<file path="src/rtl/shift_pkg.sv">
// rtl/shift_pkg.sv - shared op encodings and stage/level split helpers for shift_pipe
//
// Purpose: op encodings, the op type and the levels-per-stage helpers used
//          by shift_pipe and shift_pipe_level.
// Ports:   none (package).
package shift_pkg;

    typedef logic [1:0] shift_op_t;

    localparam shift_op_t SHIFT_OP_SLL  = 2'b00;
    localparam shift_op_t SHIFT_OP_SRL  = 2'b01;
    localparam shift_op_t SHIFT_OP_SRA  = 2'b10;
    localparam shift_op_t SHIFT_OP_ROTR = 2'b11;

    // Number of mux levels placed in a given stage; the first
    // (shamt_w % stages) stages each take one extra level.
    function automatic int stage_levels(input int shamt_w, input int stages, input int stage);
        int base;
        int extra;
        base  = shamt_w / stages;
        extra = shamt_w % stages;
        return base + ((stage < extra) ? 1 : 0);
    endfunction

    // Index of the first mux level handled by a given stage.
    function automatic int stage_first(input int shamt_w, input int stages, input int stage);
        int first;
        first = 0;
        for (int i = 0; i < stage; i++) begin
            first += stage_levels(shamt_w, stages, i);
        end
        return first;
    endfunction

endpackage

</file>
<file path="src/rtl/shift_pipe_level.sv">
// rtl/shift_pipe_level.sv - one combinational mux level of the barrel shifter
//
// Purpose: shifts data by DIST bit positions when en is set, direction and
//          fill chosen by op. Rotate muxing exists only with
//          SHIFT_PIPE_ROTATE_EN defined; otherwise op 11 behaves as SLL.
// Ports:
//   data    in   DATA_W  partial result from the previous level
//   en      in   1       shift-amount bit for this level
//   op      in   2       shift operation
//   fill    in   1       sign bit used as SRA fill
//   shifted out  DATA_W  result of this level
module shift_pipe_level
    import shift_pkg::*;
#(
    parameter int DATA_W = 32,
    parameter int DIST   = 1
) (
    input  logic [DATA_W-1:0] data,
    input  logic              en,
    input  shift_op_t         op,
    input  logic              fill,
    output logic [DATA_W-1:0] shifted
);

    always_comb begin
        shifted = data;
        if (en) begin
            case (op)
                SHIFT_OP_SRL:  shifted = data >> DIST;
                SHIFT_OP_SRA:  shifted = {{DIST{fill}}, data[DATA_W-1:DIST]};
`ifdef SHIFT_PIPE_ROTATE_EN
                SHIFT_OP_ROTR: shifted = {data[DIST-1:0], data[DATA_W-1:DIST]};
`endif
                default:       shifted = data << DIST;
            endcase
        end
    end

endmodule

</file>
<file path="src/rtl/shift_pipe.sv">
// rtl/shift_pipe.sv - pipelined variable-amount barrel shifter with valid/ready handshakes
//
// Purpose: SLL/SRL/SRA (ROTR with SHIFT_PIPE_ROTATE_EN defined) over
//          SHAMT_W mux levels split across PIPE_STAGES register stages.
//          Latency is PIPE_STAGES cycles; one result per cycle when unstalled.
// Ports:
//   clk       in   1        system clock, rising edge
//   rst_n     in   1        asynchronous active-low reset
//   in_valid  in   1        request present
//   in_ready  out  1        request accepted this cycle when in_valid is high
//   in_data   in   DATA_W   operand
//   in_shamt  in   SHAMT_W  shift amount
//   in_op     in   2        00 SLL, 01 SRL, 10 SRA, 11 ROTR or SLL
//   out_valid out  1        result present
//   out_ready in   1        consumer accepts result
//   out_data  out  DATA_W   shifted result
module shift_pipe
    import shift_pkg::*;
#(
    parameter int DATA_W      = 32,
    parameter int SHAMT_W     = $clog2(DATA_W),
    parameter int PIPE_STAGES = 2
) (
    input  logic               clk,
    input  logic               rst_n,
    input  logic               in_valid,
    output logic               in_ready,
    input  logic [DATA_W-1:0]  in_data,
    input  logic [SHAMT_W-1:0] in_shamt,
    input  shift_op_t          in_op,
    output logic               out_valid,
    input  logic               out_ready,
    output logic [DATA_W-1:0]  out_data
);

    localparam int LAST = PIPE_STAGES - 1;

    // Stage registers
    logic [PIPE_STAGES-1:0]              v;
    logic [DATA_W-1:0]                   d_q    [PIPE_STAGES];
    logic [PIPE_STAGES-1:0][SHAMT_W-1:0] sh_q;
    shift_op_t                           op_q   [PIPE_STAGES];
    logic [PIPE_STAGES-1:0]              fill_q;

    // Per-stage load enables and next values
    logic [PIPE_STAGES-1:0]              ld;
    logic [PIPE_STAGES-1:0]              up_valid;
    logic [DATA_W-1:0]                   nxt_data  [PIPE_STAGES];
    logic [SHAMT_W-1:0]                  up_shamt  [PIPE_STAGES];
    shift_op_t                           up_op     [PIPE_STAGES];
    logic [PIPE_STAGES-1:0]              up_fill;

    // A stage may load when it is empty or its contents leave this cycle;
    // walking from the output back lets bubbles collapse under backpressure.
    always_comb begin : load_chain
        logic downstream_ok;
        ld            = '0;
        downstream_ok = out_ready;
        for (int s = LAST; s >= 0; s--) begin
            downstream_ok = !v[s] || downstream_ok;
            ld[s]         = downstream_ok;
        end
    end

    assign in_ready  = ld[0];
    assign out_valid = v[LAST];
    assign out_data  = d_q[LAST];

    for (genvar s = 0; s < PIPE_STAGES; s++) begin : g_stage
        localparam int FIRST = stage_first(SHAMT_W, PIPE_STAGES, s);
        localparam int NLEV  = stage_levels(SHAMT_W, PIPE_STAGES, s);

        logic [DATA_W-1:0] chain [NLEV+1];

        if (s == 0) begin : g_head
            // The SRA fill bit is the operand sign, captured once here.
            assign up_valid[s] = in_valid;
            assign chain[0]    = in_data;
            assign up_shamt[s] = in_shamt;
            assign up_op[s]    = in_op;
            assign up_fill[s]  = in_data[DATA_W-1];
        end else begin : g_body
            assign up_valid[s] = v[s-1];
            assign chain[0]    = d_q[s-1];
            assign up_shamt[s] = sh_q[s-1];
            assign up_op[s]    = op_q[s-1];
            assign up_fill[s]  = fill_q[s-1];
        end

        for (genvar j = 0; j < NLEV; j++) begin : g_level
            shift_pipe_level #(
                .DATA_W (DATA_W),
                .DIST   (1 << (FIRST + j))
            ) u_level (
                .data    (chain[j]),
                .en      (up_shamt[s][FIRST + j]),
                .op      (up_op[s]),
                .fill    (up_fill[s]),
                .shifted (chain[j+1])
            );
        end

        assign nxt_data[s] = chain[NLEV];
    end

    always_ff @(posedge clk or negedge rst_n) begin
        if (!rst_n) begin
            v      <= '0;
            sh_q   <= '0;
            fill_q <= '0;
            for (int s = 0; s < PIPE_STAGES; s++) begin
                d_q[s]  <= '0;
                op_q[s] <= SHIFT_OP_SLL;
            end
        end else begin
            for (int s = 0; s < PIPE_STAGES; s++) begin
                if (ld[s]) begin
                    v[s] <= up_valid[s];
                    if (up_valid[s]) begin
                        d_q[s]    <= nxt_data[s];
                        sh_q[s]   <= up_shamt[s];
                        op_q[s]   <= up_op[s];
                        fill_q[s] <= up_fill[s];
                    end
                end
            end
        end
    end

    // Shift bits already consumed and the last stage's control fields are
    // carried only for uniformity; nothing downstream reads them.
    logic unused_ctrl;
    assign unused_ctrl = ^{sh_q, fill_q[LAST], op_q[LAST]};

endmodule
</file>
<file path="config.mk">
export PLATFORM = sky130hd
export DESIGN_NAME = shift_pipe
export DESIGN_NICKNAME = d
export VERILOG_FILES = /design/src/rtl/shift_pkg.sv /design/src/rtl/shift_pipe_level.sv /design/src/rtl/shift_pipe.sv
export SDC_FILE = /design/constraint.sdc
export NUM_CORES = 1
export LEC_CHECK = 0
export BUFFER_PORTS_ARGS = -buffer_cell sky130_fd_sc_hd__buf_4
export CAP_MARGIN = 20
export CORE_AREA = 2 2 185 96
export CTS_CLUSTER_DIAMETER = 60
export DETAILED_ROUTE_END_ITERATION = 10
export DIE_AREA = 0 0 187 98
export PLACE_DENSITY = 0.62
export SLEW_MARGIN = 5
export SYNTH_ARGS = -nofsm -noshare
export SYNTH_HDL_FRONTEND = slang
export SYNTH_SLANG_ARGS = --single-unit
</file>
<file path="constraint.sdc">
create_clock -name clk -period 2.5 [get_ports clk]
set_input_delay 0.375 -clock clk [delete_from_list [all_inputs] [get_ports clk]]
set_output_delay 0.375 -clock clk [all_outputs]
set_load 0.03 [all_outputs]
</file>
======== Word level (Yosys, flattened, before mapping) ========
Index checks and enable logic that the tools add are counted.
operators by class
  add/subtract/negate cells ............... 0
  multiply operators ...................... 0
  divide/modulo/power cells ............... 0
  order comparisons ....................... 0
  eq/ne operators ......................... 4
  shift-type cells ........................ 0
  muxes and demuxes ....................... 10
  bitwise operators ....................... 0
  reductions and logical operators ........ 6
operators with widths
  operator            count
  $pmux 32 s2         5
  $mux 32             5
  $eq 2x1->1 const B  2
  $eq 2x2->1 const B  2
  $reduce_and 2->1    2
  $logic_not 1->1     2
  $logic_or 1x1->1    2
word-level totals
  register bits after elaboration ......... 74
  latch bits .............................. 0
  memory bits (writable) .................. 0
  ROM bits ................................ 0
  output and inout port bits .............. 34
  memories kept ........................... 0

======== Logic depth before layout (Yosys ltp) ========
Gate-level depths: netlist (run 1).
  word-level depth ........................ 7
  gate-level depth with buffers ........... 10
  gate-level depth less buffers ........... 7

======== Cells and area by module ========
A second synthesis (run 1) with hierarchy kept.
unflattened totals
  cell total of the unflattened synthesis .. 629
  area, all modules ....................... 6198.4 µm²
by module, submodules not included
  module                                            times used  cells an instance  area an instance (µm²)
  shift_pipe                                        1           184                3050.4
  shift_pipe_level (g_stage[1].g_level[1].u_level)  1           113                656.9
  shift_pipe_level (g_stage[0].g_level[2].u_level)  1           83                 651.9
  shift_pipe_level (g_stage[0].g_level[0].u_level)  1           84                 645.6
  shift_pipe_level (g_stage[0].g_level[1].u_level)  1           84                 635.6
  shift_pipe_level (g_stage[1].g_level[0].u_level)  1           81                 558.0

======== Worst setup path after synthesis (run 1) ========
No wires, ideal clock.
  path kind ............................... input to register
  from .................................... input in_op[0]
  to ...................................... register d_q[40] (netlist bit)
  arrival time ............................ 1.901 ns
  required time ........................... 2.370 ns
  setup slack ............................. 0.469 ns
  stages on the path ...................... 9
  path buffers ............................ 2
  cell sequence ........................... inv_1 > ha_1 > buf_2 > o21ba_4 > buf_6 > a22o_1 > a2111oi_2 > o32a_1 > nand3_1
on the way
  cells in the longest elaborated chain, start to end .. 7
ends and longest elaborated chain
  element                                          RTL line                RTL
  start: declaration                               shift_pipe.sv:30        input shift_op_t in_op,
  $eq 2x2->1 / $eq 2x1->1 (equally long branches)  shift_pipe_level.sv:28  case (op)
  $pmux 32 s2                                      shift_pipe_level.sv:28
  $mux 32                                          shift_pipe_level.sv:27  if (en) begin
  $pmux 32 s2                                      shift_pipe_level.sv:28
  $mux 32                                          shift_pipe_level.sv:27
  $pmux 32 s2                                      shift_pipe_level.sv:28
  $mux 32 (*)                                      shift_pipe_level.sv:27
  end signal: indexed assignment                   shift_pipe.sv:120       d_q[s] <= nxt_data[s];
  end: declaration                                 shift_pipe.sv:40        logic [DATA_W-1:0] d_q [PIPE_STAGES];
Mark *: on every way between the ends. The rest lies on a longest branch, timed or not.
A chain may end at the register's enable or synchronous reset.

======== Final worst setup path (run 1) ========
  from .................................... register op_q[2] (netlist bit)
  to ...................................... register d_q (netlist bit out_data[18])
on the way
  cells in the longest elaborated chain, start to end .. 5
ends and longest elaborated chain
  element                                          RTL line                RTL
  start: declaration                               shift_pipe.sv:42        shift_op_t op_q [PIPE_STAGES];
  start signal: indexed assignment                 shift_pipe.sv:122       op_q[s] <= up_op[s];
  $eq 2x2->1 / $eq 2x1->1 (equally long branches)  shift_pipe_level.sv:28
  $pmux 32 s2                                      shift_pipe_level.sv:28
  $mux 32                                          shift_pipe_level.sv:27
  $pmux 32 s2                                      shift_pipe_level.sv:28
  $mux 32 (*)                                      shift_pipe_level.sv:27
Marks and branches as above.

==> impl_metrics.toml, run 1 <==
[global_route]
globalRouteOverflowTotal = 0
grt_pass1_vias = 6531
grt_pass1_wl_mm = 39.2
antenna_found_initial = 0
track_usage = 0.276
grt_max_degree = 75

[clocking]
cts_sinks = 71
postCtsSetupBuffers = 0
cts_tree = "built"
cts_buffer_depth = 2
cts.clk_slew.worst_paths_ns = 0.05
ctsRootBufferMaster = "clkbuf_16"
cts_buffers = 9
clock_latency_ns = 0.34
cts-htree-levels = 3
postCtsHoldBufs = 0

[critical_path]
cp.arrival_ns = 2.55
reg2reg_slack_ns = 0.19
setup.worst_path.class = "register to register"
critPathLaunchType = "register"
required_ns = 2.74
endpoint_kind = "register"
cp_max_fo = 25
timing.rr.start = "op_q[2]"
rr_worst_depth = 8
r2r_end = "out_data[18]"

[logic_synthesis]
synthesis.area_um2 = 6620
async_flop_share = 1.00
synth-seq-cells = 71
synthFlopType = "dfrtp_1"
synth-seq-area-share = 0.269
syn_inst = 873
ys_top_cells_by_area = "dfrtp_1 (27%), nand2_1 (6.0%), a21oi_1 (4.9%), o21ai_0 (4.7%), buf_4 (4.5%)"
synth_cell_types = 72
syn_avg_cell_area_um2 = 7.58
syn_nets = 921
synth_area_leader_cell = "dfrtp_1"
synth.top_cell.area_share = 0.269
ys.warnings.count = 0
synth_edf_count = 0

[sta]
post-route-period-util = 0.924
slew_headroom = 0.538
fin_crit_ns = 2.31
fmaxAchievable_ghz = 0.433
setup_ws_ns = 0.189
hold_viol_final = 0
worst_slew_pin_slew_ns = 0.692
slew_viol_final = 0
setup_viol = 0
skew_ns = 0.00713
rsz0062_at_grt = "false"
fin_setup_tns_ns = 0
hold_ws_ns = 0.0328

[final_layout]
final_nets = 947
mostFrequentLayoutCells = "buf_4 (119), nand2_1 (103), nor2_1 (72)"
drive_gt1_frac = 0.202
fill_cells = 1723
n_antenna_cell = 0
final_common_cell = "buf_4"
seq_area_um2 = 1780
post-route-cell-area_um2 = 7630
syn2layout_area_growth_pct = 15.4
multi_input_area_um2 = 4170

[flow_run]
maxCapViolCount = 0

[power_and_ir_drop]
peakVddDrop_mv = 0.337
power_mw = 5.22
power_density_nw_per_um2 = 683
p_leak_nw = 3.02

[placement]
pre_cts_ws_ns = 0.101
numPortBuffers = 76
place_congestion = 1.00
place_area_um2 = 7350
dp_hpwl_mm = 19.2

[floorplan]
io_pins = 77
rows = 34
die_h_um = 98
initial_core_util = 0.392
dieArea_um2 = 18300
coreArea_um2 = 16900
die_width_um = 187

[worst_hold_path]
min_path_type = "input port to async pin"

[routing]
drc = 0
antenna_left = 0
routedWlPerCell_um = 22.2
vias_per_cell = 6.38
vias = 7249
wl_mm = 25.3
drtIter0Drc = 920
firstDrtPassIters = 6

[run_status]
run_status = "complete, no violations"
==> logic make-up (layout without fill, tap and decap cells) <==
logic type | Yosys count | after routing | share of synthesized area
adder cells (fa/ha/maj) | 5 | 5 | 0.00946
buffers and inverters | 128 | 157 | 0.105
flip-flops | 71 | 71 | 0.269
AND/OR/NAND/NOR | 281 | 281 | 0.191
AO/OA/AOI/OAI | 366 | 366 | 0.389
multiplexers | 22 | 22 | 0.0369
==> per-layer routing <==
layer	vias up	part of all wire	GRT usage
li1	3327	-	-
met1	3450	0.49	0.438
met2	437	0.37	0.341
met3	35	0.13	0.106
met4	0	0.011	0.0458
met5	-	0	0
==> critical path: stages, from the launching register on <==
cell     delay [ns]
dfrtp_1        0.35
inv_1          0.07
ha_1           0.31
o21ba_2        0.46
buf_12         0.21
a22oi_1        0.08
a21oi_1        0.34
nor2_1         0.12
o31ai_1        0.26
==> timing repair <==
| action | in CTS | in global routing |
|---|---|---|
| endpoints found under the hold margin | 0 | 0 |
| endpoints found under the setup margin | 0 | 6 |
| gates resized for setup | 0 | 4 |
==> through the flow <==
stage	util	instances
floorplan	-	873
global placement	0.435	1122
detailed placement	0.435	1122
CTS	0.451	1136
global route	0.452	1136
finish	0.452	1136
==> sequential cells by signal, summed over array words and instances (netlist names) <==
register,count
d_q,32
op_q,2
v,2
fill_q,1
sh_q,2
out_data,32
==> final cells by class <==
cell class,instances,area share
inverters,15,0.00738
flip-flops and latches,71,0.233
well taps,234,0.0384
clock inverters,1,0.000656
multi-input cells,674,0.546
repair buffers,128,0.141
clock buffers,13,0.0341
==> power breakdown <==
part           total (mW)  internal [mW]  switching, mW
clock                1.18          0.713          0.464
sequential           1.67           1.41          0.261
combinational        2.37          0.865           1.51
total                5.22           2.99           2.23
==> worst max-delay path by stage <==
stage / start / end / slack (ns) / depth (start not counted)
6_report: op_q[2] / out_data[18] / 0.19 / 8
5_1_grt: op_q[2] / out_data[18] / 0.06 / 8
4_1_cts: op_q[2] / out_data[25] / 0.08 / 9
3_5_place_dp: in_op[0] / d_q[53] / 0.10 / 8
3_3_place_gp: in_op[0] / d_q[53] / 0.11 / 8
2_1_floorplan: in_op[0] / d_q[40] / 0.47 / 9
==> cell usage after synthesis (4+ instances only) <==
| cell | number |
|---|---|
| inv_1 | 12 |
| o21ai_1 | 16 |
| o32a_1 | 4 |
| ha_1 | 5 |
| a221oi_1 | 11 |
| a22oi_1 | 14 |
| a21oi_1 | 65 |
| a21o_1 | 5 |
| dfrtp_1 | 71 |
| mux2i_1 | 12 |
| buf_6 | 4 |
| o22ai_1 | 11 |
| buf_4 | 40 |
| o311ai_1 | 4 |
| o31ai_1 | 15 |
| buf_1 | 4 |
| o221ai_1 | 7 |
| a32oi_1 | 6 |
| o211ai_1 | 16 |
| nand2_1 | 105 |
| a311oi_1 | 12 |
| nor4_1 | 5 |
| o32ai_1 | 5 |
| a221o_1 | 5 |
| nor2_1 | 73 |
| and2_1 | 8 |
| nand3_1 | 20 |
| buf_2 | 28 |
| nor3_1 | 26 |
| mux2_2 | 7 |
| a31oi_1 | 42 |
| clkbuf_1 | 37 |
| o21ai_0 | 62 |
| nor2b_1 | 10 |
| a211oi_1 | 17 |
| or2_1 | 4 |
| nand2b_1 | 17 |
| a221oi_2 | 8 |
Power figures use the tool's default switching activity.
==> run 2: changes to the inputs <==
==> constraint.sdc (replaced) <==
create_clock -name clk -period 2.5 [get_ports clk]
set_input_delay 0.5 -clock clk [delete_from_list [all_inputs] [get_ports clk]]
set_output_delay 0.5 -clock clk [all_outputs]
set_load 0.03 [all_outputs]
==> run 2 against run 1 <==
Effect of this change: fmax shrank 0.17%; count of clock-buffer cells in the layout fell by 3; first-iteration DRC count grew 9.6%; critical path type unchanged; critical endpoint is now out_data[23]; largest cell class unchanged; highest routed layer unchanged.
==> impl_metrics.toml, run 2 (synthesized netlist as in run 1, its figures left out) <==
[run_status]
run_status = "complete, no violations"

[floorplan]
initial_core_util = 0.392
io_pins = 77
die_h_um = 98
die_width_um = 187
rows = 34
coreArea_um2 = 16900
dieArea_um2 = 18300

[final_layout]
syn2layout_area_growth_pct = 16.2
instances_no_fill = 1149
final_nets = 959
post-route-cell-area_um2 = 7690
drive_gt1_frac = 0.213
final_util = 0.455
final_common_cell = "buf_4"
n_antenna_cell = 0
fill_cells = 1755
mostFrequentLayoutCells = "buf_4 (134), nand2_1 (103), nor2_1 (73)"

[power_and_ir_drop]
p_leak_nw = 3.08
peakVddDrop_mv = 0.387
power_density_nw_per_um2 = 684

[sta]
skew_ns = 0.00681
fmaxAchievable_ghz = 0.432
slew_viol_final = 0
setup_ws_ns = 0.186
hold_viol_final = 0
post-route-period-util = 0.926
slew_headroom = 0.517
fin_crit_ns = 2.31
hold_ws_ns = 0.153
setup_viol = 0
worst_slew_pin_slew_ns = 0.725
rsz0062_at_grt = "false"

[routing]
vias = 7201
drc = 0
drtIter0Drc = 1008
antenna_left = 0
firstDrtPassIters = 5
routedWlPerCell_um = 21.5
wl_mm = 24.7
vias_per_cell = 6.27

[clocking]
cts-htree-levels = 3
cts_sinks = 71
cts.clk_slew.worst_paths_ns = 0.05
postCtsHoldBufs = 0
postCtsSetupBuffers = 0
cts_tree = "built"
cts_buffers = 9
clock_latency_ns = 0.34
cts_buffer_depth = 2
ctsRootBufferMaster = "clkbuf_16"

[placement]
dp_cells = 1134
dp_hpwl_mm = 19.1
numPortBuffers = 76
place_area_um2 = 7400
place_congestion = 0.991
pre_cts_ws_ns = -0.0418

[flow_run]
maxCapViolCount = 0

[critical_path]
cp_max_fo = 25
cp.arrival_ns = 2.55
critPathLaunchType = "register"
setup.worst_path.class = "register to register"
required_ns = 2.74
endpoint_kind = "register"

[global_route]
globalRouteOverflowTotal = 0
track_usage = 0.269
grt_max_degree = 65
grt_pass1_vias = 6539
grt_pass1_wl_mm = 38.4
antenna_found_initial = 0

[worst_hold_path]
min_path_type = "input port to async pin"
[run 2: report_power, final]
part	leakage [nW]	internal [mW]	switching, mW
Clock	0.142	0.759	0.477
Combinational	2.06	0.870	1.47
Sequential	0.872	1.41	0.279
Total	3.08	3.04	2.23
[run 2: path summary, 6_finish.rpt]
check	slack (ns)	cells past startpoint	startpoint	endpoint
worst min-delay path	0.15	1	rst_n	d_q[40]
max in group asynchronous	1.78	2	rst_n	out_data[15]
min in group clk	0.37	3	in_shamt[4]	sh_q[4]
worst min register to register	0.48	2	fill_q[0]	fill_q[0]
worst max register to register	0.19	8	op_q[2]	out_data[23]
worst max-delay path	0.19	8	op_q[2]	out_data[23]
[run 2: cell type report]
cell class,count,area (µm²),area share
clock buffer,10,229,0.0298
inverter,15,56.3,0.00732
sequential,71,1780,0.231
tap,234,293,0.0381
multi-input combinational,674,4160,0.541
clock inverter,5,50.0,0.00651
timing repair buffer,140,1130,0.146
[run 2: per-stage QoR]
step | setup TNS (ns) | total power [mW]
finish | 0 | 5.26
global route | 0 | 5.56
CTS | 0 | 5.23
detailed placement | -0.0976 | 3.98
global placement | -0.0656 | 3.98
floorplan | 0 | 3.28
[run 2: per-layer routing]
layer | GRT usage | vias up | share of wire
met1 | 0.439 | 3392 | 0.50
met4 | 0.0427 | 0 | 0.0079
met3 | 0.0852 | 24 | 0.13
met2 | 0.334 | 447 | 0.37
li1 | - | 3338 | -
met5 | 0 | - | 0
[run 2: timing repair]
item | CTS | global route
endpoints found under the hold margin | 0 | 0
resized for setup | 0 | 2
endpoints found under the setup margin | 0 | 1
[run 2: critical path: stages, from the launching register on]
cell	delay, ns
dfrtp_1	0.35
inv_1	0.06
ha_1	0.31
buf_4	0.28
clkinv_1	0.13
buf_4	0.20
nor2_1	0.46
a21oi_1	0.18
o31ai_1	0.24
